### src/rtl/mem_arbiter.sv
// Two-requester arbiter in front of the single-ported, one-cycle-latency memory unit.
// One operation in flight at a time: IDLE -> ISSUE -> CAPTURE -> RESP -> IDLE.
module mem_arbiter #(
    parameter int ARB_MODE = 0
) (
    input  logic        clk,
    input  logic        reset_n,
    input  logic        if_req_valid,
    output logic        if_req_ready,
    input  logic [31:0] if_addr,
    output logic        if_rsp_valid,
    input  logic        if_rsp_ready,
    output logic [31:0] if_rsp_data,
    output logic [2:0]  if_rsp_fault,
    input  logic        d_req_valid,
    output logic        d_req_ready,
    input  logic        d_is_write,
    input  logic        d_is_unsigned,
    input  logic [1:0]  d_op,
    input  logic [31:0] d_addr,
    input  logic [31:0] d_wdata,
    output logic        d_rsp_valid,
    input  logic        d_rsp_ready,
    output logic [31:0] d_rsp_data,
    output logic [2:0]  d_rsp_fault,
    output logic        mem_available,
    output logic        mem_is_write,
    output logic        mem_is_unsigned,
    output logic [1:0]  mem_op,
    output logic [31:0] mem_addr,
    output logic [31:0] mem_in,
    input  logic [31:0] mem_out,
    input  logic        mem_op_fault,
    input  logic        mem_addr_fault,
    input  logic        mem_access_fault
);

    typedef enum logic [1:0] {
        ST_IDLE    = 2'd0,
        ST_ISSUE   = 2'd1,
        ST_CAPTURE = 2'd2,
        ST_RESP    = 2'd3
    } state_t;

    localparam logic FIXED_PRIO = (ARB_MODE == 1);

    state_t      state_r;
    state_t      state_nxt_s;
    logic        en_r;          // set once reset_n has seen a clock edge
    logic        owner_d_r;     // 1 = data port owns the in-flight op
    logic        last_d_r;      // winner of the last contended grant, 1 = data
    logic        lat_write_r;
    logic        lat_unsigned_r;
    logic [1:0]  lat_op_r;
    logic [31:0] lat_addr_r;
    logic [31:0] lat_in_r;
    logic [31:0] rsp_data_r;
    logic [2:0]  rsp_fault_r;
    logic        contend_s;
    logic        grant_d_s;
    logic        grant_if_s;
    logic        accept_s;
    logic        rsp_hs_s;

    // Arbitration: only evaluated while idle and out of reset.
    always_comb begin
        contend_s  = if_req_valid & d_req_valid;
        grant_d_s  = 1'b0;
        grant_if_s = 1'b0;
        if ((state_r == ST_IDLE) && en_r) begin
            if (contend_s) begin
                if (FIXED_PRIO || !last_d_r) begin
                    grant_d_s = 1'b1;
                end else begin
                    grant_if_s = 1'b1;
                end
            end else if (d_req_valid) begin
                grant_d_s = 1'b1;
            end else if (if_req_valid) begin
                grant_if_s = 1'b1;
            end else begin
                grant_d_s  = 1'b0;
                grant_if_s = 1'b0;
            end
        end else begin
            grant_d_s  = 1'b0;
            grant_if_s = 1'b0;
        end
        accept_s = grant_d_s | grant_if_s;
        rsp_hs_s = owner_d_r ? d_rsp_ready : if_rsp_ready;
    end

    // FSM state register.
    always_ff @(posedge clk or negedge reset_n) begin
        if (!reset_n) begin
            state_r <= ST_IDLE;
        end else begin
            state_r <= state_nxt_s;
        end
    end

    // FSM next-state logic.
    always_comb begin
        state_nxt_s = state_r;
        case (state_r)
            ST_IDLE:    state_nxt_s = accept_s ? ST_ISSUE : ST_IDLE;
            ST_ISSUE:   state_nxt_s = ST_CAPTURE;
            ST_CAPTURE: state_nxt_s = ST_RESP;
            ST_RESP:    state_nxt_s = rsp_hs_s ? ST_IDLE : ST_RESP;
            default:    state_nxt_s = ST_IDLE;
        endcase
    end

    // FSM outputs and port wiring of the latch / response buffer.
    always_comb begin
        if_req_ready    = grant_if_s;
        d_req_ready     = grant_d_s;
        mem_available   = (state_r == ST_ISSUE);
        if_rsp_valid    = (state_r == ST_RESP) && !owner_d_r;
        d_rsp_valid     = (state_r == ST_RESP) && owner_d_r;
        mem_is_write    = lat_write_r;
        mem_is_unsigned = lat_unsigned_r;
        mem_op          = lat_op_r;
        mem_addr        = lat_addr_r;
        mem_in          = lat_in_r;
        if_rsp_data     = rsp_data_r;
        if_rsp_fault    = rsp_fault_r;
        d_rsp_data      = rsp_data_r;
        d_rsp_fault     = rsp_fault_r;
    end

    // Request latch, ownership, round-robin history and response capture.
    always_ff @(posedge clk or negedge reset_n) begin
        if (!reset_n) begin
            en_r           <= 1'b0;
            owner_d_r      <= 1'b0;
            last_d_r       <= 1'b0;
            lat_write_r    <= 1'b0;
            lat_unsigned_r <= 1'b0;
            lat_op_r       <= 2'b00;
            lat_addr_r     <= 32'h0000_0000;
            lat_in_r       <= 32'h0000_0000;
            rsp_data_r     <= 32'h0000_0000;
            rsp_fault_r    <= 3'b000;
        end else begin
            en_r <= 1'b1;
            if (accept_s) begin
                owner_d_r <= grant_d_s;
                if (contend_s) begin
                    last_d_r <= grant_d_s;
                end
                if (grant_d_s) begin
                    lat_write_r    <= d_is_write;
                    lat_unsigned_r <= d_is_unsigned;
                    lat_op_r       <= d_op;
                    lat_addr_r     <= d_addr;
                    lat_in_r       <= d_wdata;
                end else begin
                    lat_write_r    <= 1'b0;
                    lat_unsigned_r <= 1'b0;
                    lat_op_r       <= 2'b10;
                    lat_addr_r     <= if_addr;
                    lat_in_r       <= 32'h0000_0000;
                end
            end
            if (state_r == ST_CAPTURE) begin
                rsp_data_r  <= mem_out;
                rsp_fault_r <= {mem_op_fault, mem_addr_fault, mem_access_fault};
            end
        end
    end

endmodule

### config.mk
export PLATFORM = sky130hd
export DESIGN_NAME = mem_arbiter
export DESIGN_NICKNAME = d
export VERILOG_FILES = /design/src/rtl/mem_arbiter.sv
export SDC_FILE = /design/constraint.sdc
export NUM_CORES = 1
export LEC_CHECK = 0
export ABC_CLOCK_PERIOD_IN_PS = 4220
export CAP_MARGIN = 0
export CORE_ASPECT_RATIO = 0.8
export CORE_MARGIN = 3
export CORE_UTILIZATION = 41
export DETAILED_ROUTE_END_ITERATION = 12
export GPL_ROUTABILITY_DRIVEN = 0
export PLACE_DENSITY = 0.87
export SLEW_MARGIN = 20
export SYNTH_ARGS = -nofsm -noshare
export SYNTH_HDL_FRONTEND = slang
export SYNTH_SLANG_ARGS = --single-unit
export TNS_END_PERCENT = 30
### constraint.sdc
create_clock -name clk -period 4.22 [get_ports clk]
set_input_delay 0.844 -clock clk [delete_from_list [all_inputs] [get_ports clk]]
set_output_delay 0.844 -clock clk [all_outputs]
set_load 0.05 [all_outputs]
[Yosys cells after proc, flatten, opt, wreduce, memory -nomap -nowiden]
Index checks and enable logic that the tools add are counted.
Word-level totals
  register bits after elaboration: 108
  output and inout port bits: 143
  word-level logic and storage cells: 40
  bits of input ports: 141
Operators by class
  bitwise logic cells: 2
  reduce and logical (&&, ||, !) cells: 6
  equality and inequality tests: 3
  mux-type cells: 18
Operators by type and width (count)
  $mux 32: 2
  $mux 1: 13
  $pmux 2 s4: 1
  $eq 2x2->1 const B: 2
  $mux 2: 2
  $logic_and 1x1->1: 3
  $eq 2x1->1 const B: 1
  $logic_not 2->1: 1
  $reduce_and 2->1: 1
  $and 1x1->1: 1
  $logic_not 1->1: 1
  $or 1x1->1: 1

[Logic depth before layout (Yosys ltp)]
  depth after elaboration: 7
  depth in mapped cells: 6
  mapped depth without buffers: 3

[Worst setup path before layout]
No wires, ideal clock.
  path kind: reg2out
  start: register state_r[1]
  end: output port if_req_ready
  buffers on the path: 2
  data arrival time: 1777 ps
  stages on the path, launching flop included: 6
  setup slack: 1599 ps
  required time: 3376 ps
  path through: dfrtp_1 buf_6 nor3b_2 buf_2 nand2_1 a21oi_1
On the way
  word-level cells in the longest chain between the ends: 3
Ends and longest elaborated chain
  from (decl): line 47  | state_t state_r;
  from (signal assigned): line 98  | state_r <= state_nxt_s;
  $logic_not 2->1: line 70  | if ((state_r == ST_IDLE) && en_r) begin
  $logic_and 1x1->1: line 70
  $mux 1: line 70
  to (decl): line 9  | output logic if_req_ready,
Every way passes these cells.

[Worst setup path in the final report]
  start: input port if_req_valid
  end: output port if_req_ready
On the way
  word-level cells in the longest chain between the ends: 4
  elaborated cells on any way between the ends: 5
  those cells by class: mux (4); bitwise (1)
Ends and longest elaborated chain
  from (decl): line 8  | input logic if_req_valid,
  $mux 1: line 79  | end else if (if_req_valid) begin
  $mux 1: line 77  | end else if (d_req_valid) begin
  $mux 1 (*): line 71  | if (contend_s) begin
  $mux 1 (*): line 70
Every way passes the cells marked *; elsewhere a longest branch is shown, timed or not.

==> impl.org <==
** Run status
- Outcome :: finished clean

** Setup path
- Nature of the critical path startpoint :: input pin
- Endpoint of the worst register-to-register path :: mem_addr[21]$_DFFE_PN0P_
- STA puts the critical path data arrival time at 2510 ps.
- The number of cells on the worst reg-to-reg path is 4.
- Crit Path Class :: input pin to output pin
- At the worst endpoint, the required time is 3380 ps.
- The worst setup path is captured at an output pin.
- R2r startpoint :: state_r[1]$_DFF_PN0_
- Setup slack on the worst reg-to-reg path comes out at 1880 ps.
- Crit Path Max Fanout :: 5

** Die
- Die boundary width :: 126 um
- For this design the top-level I/O count stands at 284.
- Total die area :: 12900 sq um
- The floorplan step set the die height to 102 um.
- For this configuration, the core starts out at a cell density of 0.428.
- Cell row count :: 34
- The region available for standard cell placement spans 11100 sq um.

** Timing
- Summed over all failing endpoints, the final setup total negative slack is 0 ps.
- Fin crit share :: 0.795
- Endpoints failing hold :: 0
- Unrepaired setup endpoints after global routing :: false
- The final number of max-transition violations was 0.
- # setup viols final :: 0
- Worst max-slew margin expressed relative to the limit :: 0.435
- Minimum clock period :: 3350 ps
- Clock tree skew after final layout :: 7.20 ps
- Maximum clock frequency :: 298 MHz
- Worst-Margin Slew :: 848 ps

** Global route
- Largest net degree at the start of global routing :: 57
- Wire length of the first global-routing pass :: 22.5 mm
- The number of global-route vias before repair came to 4345.
- Initial antenna violation count :: 0
- Overall overflow remaining after global route :: 0
- Overall Global Routing Usage :: 0.217

** Synth
- Combinational family with the most area after synthesis :: compound AO/OA/AOI/OAI gates
- Each instance of the synthesized netlist takes up on average 11.8 sq um.
- Of the total synthesized cell area, the portion taken by AND, OR, NAND and NOR gates is 0.0548.
- The share of the Yosys chip area taken by registers is 0.569.
- Area of the mapped netlist :: 4750 sq um
- Net Count, Synth :: 543
- Of the total synthesized cell area, the portion taken by XOR and XNOR cells is 0.00184.
- After synthesis the netlist holds a flip-flop and latch count of 108.
- Adder and majority gate portion of the synthesized area :: 0
- Total of warnings raised by yosys :: 0
- Distinct cell type count after synthesis :: 31
- After synthesis, the share of cell area in mux cells is 0.0877.
- Counting every instance in the synthesized netlist gives 402.
- Complex-gate fraction of the synthesized area :: 0.186

** CTS
- The clock passes through at most 2 buffers.
- Insertion delay to the later sink of the worst-skew pair :: 340 ps
- Clock transition at path regs :: 70 ps
- Cts repair resizes :: 0
- Number of hold-repair buffers added at the cts stage :: 0
- Clk Tree Root Cell :: sky130_fd_sc_hd__clkbuf_16
- The H-tree was split into 3 levels.
- Clock tree synthesis inserted a total of 9 buffers.
- Post-CTS repair timing setup buffer count :: 0
- Counting every sink on the clock net gives 108.
- CTS tree :: done

** Hold path
- Hold Path Origin :: mem_in[28]$_DFFE_PN0P_
- Number of instances on the worst hold path :: 1
- Hold path endpoint :: mem_in[28]$_DFFE_PN0P_
- Type of the tightest min-delay check :: flip-flop to flip-flop

** Route
- Antenna Violating Nets Remaining :: 0
- For this block, the routed nets add up to 14.2 mm of wire.
- Per-cell via count in the routed design :: 5.27
- Total via count after detailed routing :: 4112
- After detailed routing, the average wire length per cell comes to 18.2 um.
- After the first detailed-routing iteration, the DRC count stood at 173.
- TritonRoute pass-1 iters :: 4
- After detailed routing, the number of remaining DRC violations is 0.

** Pwr
- For this design the static power due to leakage is 3.12 nW.
- Worst vdd ir :: 0.500 mV
- The completed layout was analyzed and its total power is 0.00768 W.
- Power spread over the standard cell area amounts to 1000 nW/um^2.

** Cells and area
- Cell area after layout :: 7660 sq um
- After the last flow step, the layout net total stands at 774.
- Of the cells placed in the final design, the portion with a size suffix greater than 1 is 0.119.
- 0 antenna diodes ended up in the layout.
- Area of the multi-input gates :: 1590 sq um
- Total of fill cells in the finished design :: 774
- Sequential standard cell area :: 2700 sq um
- Area Growth Syn to Fin :: 61.2%

** Placement
- The placed instances occupy a cell area of 7360 sq um.
- PortBufs :: 283
- The HPWL after detailed placement is 10.8 mm.

** Flow run
- Maximum Capacitance Violations :: 0
==> how the worst max path moves through the flow <==
| stage | startpoint | endpoint | slack [ps] | cells after the start |
|---|---|---|---|---|
| floorplan | state_r[1]$_DFF_PN0_ | if_req_ready | 1600 | 5 |
| global placement | if_req_valid | if_req_ready | 930 | 4 |
| detailed placement | if_req_valid | if_req_ready | 890 | 4 |
| CTS | state_r[1]$_DFF_PN0_ | if_req_ready | 870 | 4 |
| global route | state_r[1]$_DFF_PN0_ | if_req_ready | 720 | 4 |
| finish | if_req_valid | if_req_ready | 870 | 4 |
==> cell usage in the layout (no fill, tap or decap), drive strengths merged, types with 2 or more instances in the layout <==
master	Yosys	layout
dfrtp	108	108
nand3	33	33
nand2	4	4
o21ai	32	32
buf	53	10
clkbuf	18	13
a21oi	33	33
clkdlybuf4s50	0	281
inv	1	2
a22o	35	35
a31oi	32	32
nor2	2	2
a21o	2	2
mux2	37	37
==> metrics by stage <==
step,hold WS (ps),utilization,cells,worst slack [ps]
after CTS,503,0.689,781,869
after global routing,525,0.690,781,718
after global placement,483,0.663,766,928
after detailed placement,485,0.663,766,889
final,504,0.690,781,866
after floorplan,487,-,402,1600
==> state kept, by name, summed over array words and instances, names as in the netlist <==
signal	cells
mem_op	2
en_r	1
d_rsp_data	32
owner_d_r	1
state_r	2
last_d_r	1
mem_in	32
mem_addr	32
d_rsp_fault	3
mem_is_unsigned	1
mem_is_write	1
==> area by class of cell <==
cell class | count | share of cell area
clock inverter | 2 | 0.00212
inverter | 1 | 0.000490
sequential | 108 | 0.353
clock buffer | 13 | 0.0366
timing repair buffer | 291 | 0.377
tap | 144 | 0.0235
multi-input combinational | 222 | 0.207
==> logic make-up after synthesis <==
group                     Yosys count
buffers and inverters              72
AOI/OAI and AO/OA                 137
and+or+nand+nor                    46
other                               1
DFF                               108
muxes                              37
xor gates and xnor gates            1
==> worst max-delay path, stage by stage <==
cell                              delay, ps
sky130_fd_sc_hd__clkdlybuf4s50_1        570
sky130_fd_sc_hd__nand2_1                120
sky130_fd_sc_hd__a21oi_1                160
sky130_fd_sc_hd__clkdlybuf4s50_1        820
==> Yosys cell counts, drive strengths merged <==
cell / n / area [sq um]
a21bo: 1 / 10.0
a21boi: 1 / 7.51
a21o: 2 / 16.3
a21oi: 33 / 165
a22o: 35 / 314
a31oi: 32 / 200
and2: 1 / 6.26
and2b: 1 / 7.51
and3: 1 / 7.51
buf: 53 / 402
clkbuf: 18 / 67.6
conb: 1 / 3.75
dfrtp: 108 / 2700
inv: 1 / 3.75
mux2: 37 / 417
nand2: 4 / 15.0
nand3: 33 / 165
nor2: 2 / 23.8
nor3b: 1 / 12.5
o21ai: 32 / 160
o32a: 1 / 10.0
or2: 1 / 6.26
or2b: 1 / 7.51
or3b: 1 / 8.76
xnor2: 1 / 8.76
==> per-layer routing <==
| metal | track usage | vias to the layer above | share of wire |
|---|---|---|---|
| met3 | 0.0617 | 18 | 0.069 |
| met4 | 0.0536 | 0 | 0.014 |
| met1 | 0.254 | 2004 | 0.38 |
| met2 | 0.399 | 197 | 0.53 |
| met5 | 0 | - | 0 |
| li1 | - | 1893 | - |
==> where the power goes <==
part	switching [W]	leakage (nW)	internal, W
clock	0.000354	0.144	0.000464
combinational	0.00322	1.68	0.00172
sequential	0.000369	1.29	0.00156
No activity file was read; power rests on OpenSTA's default activity.
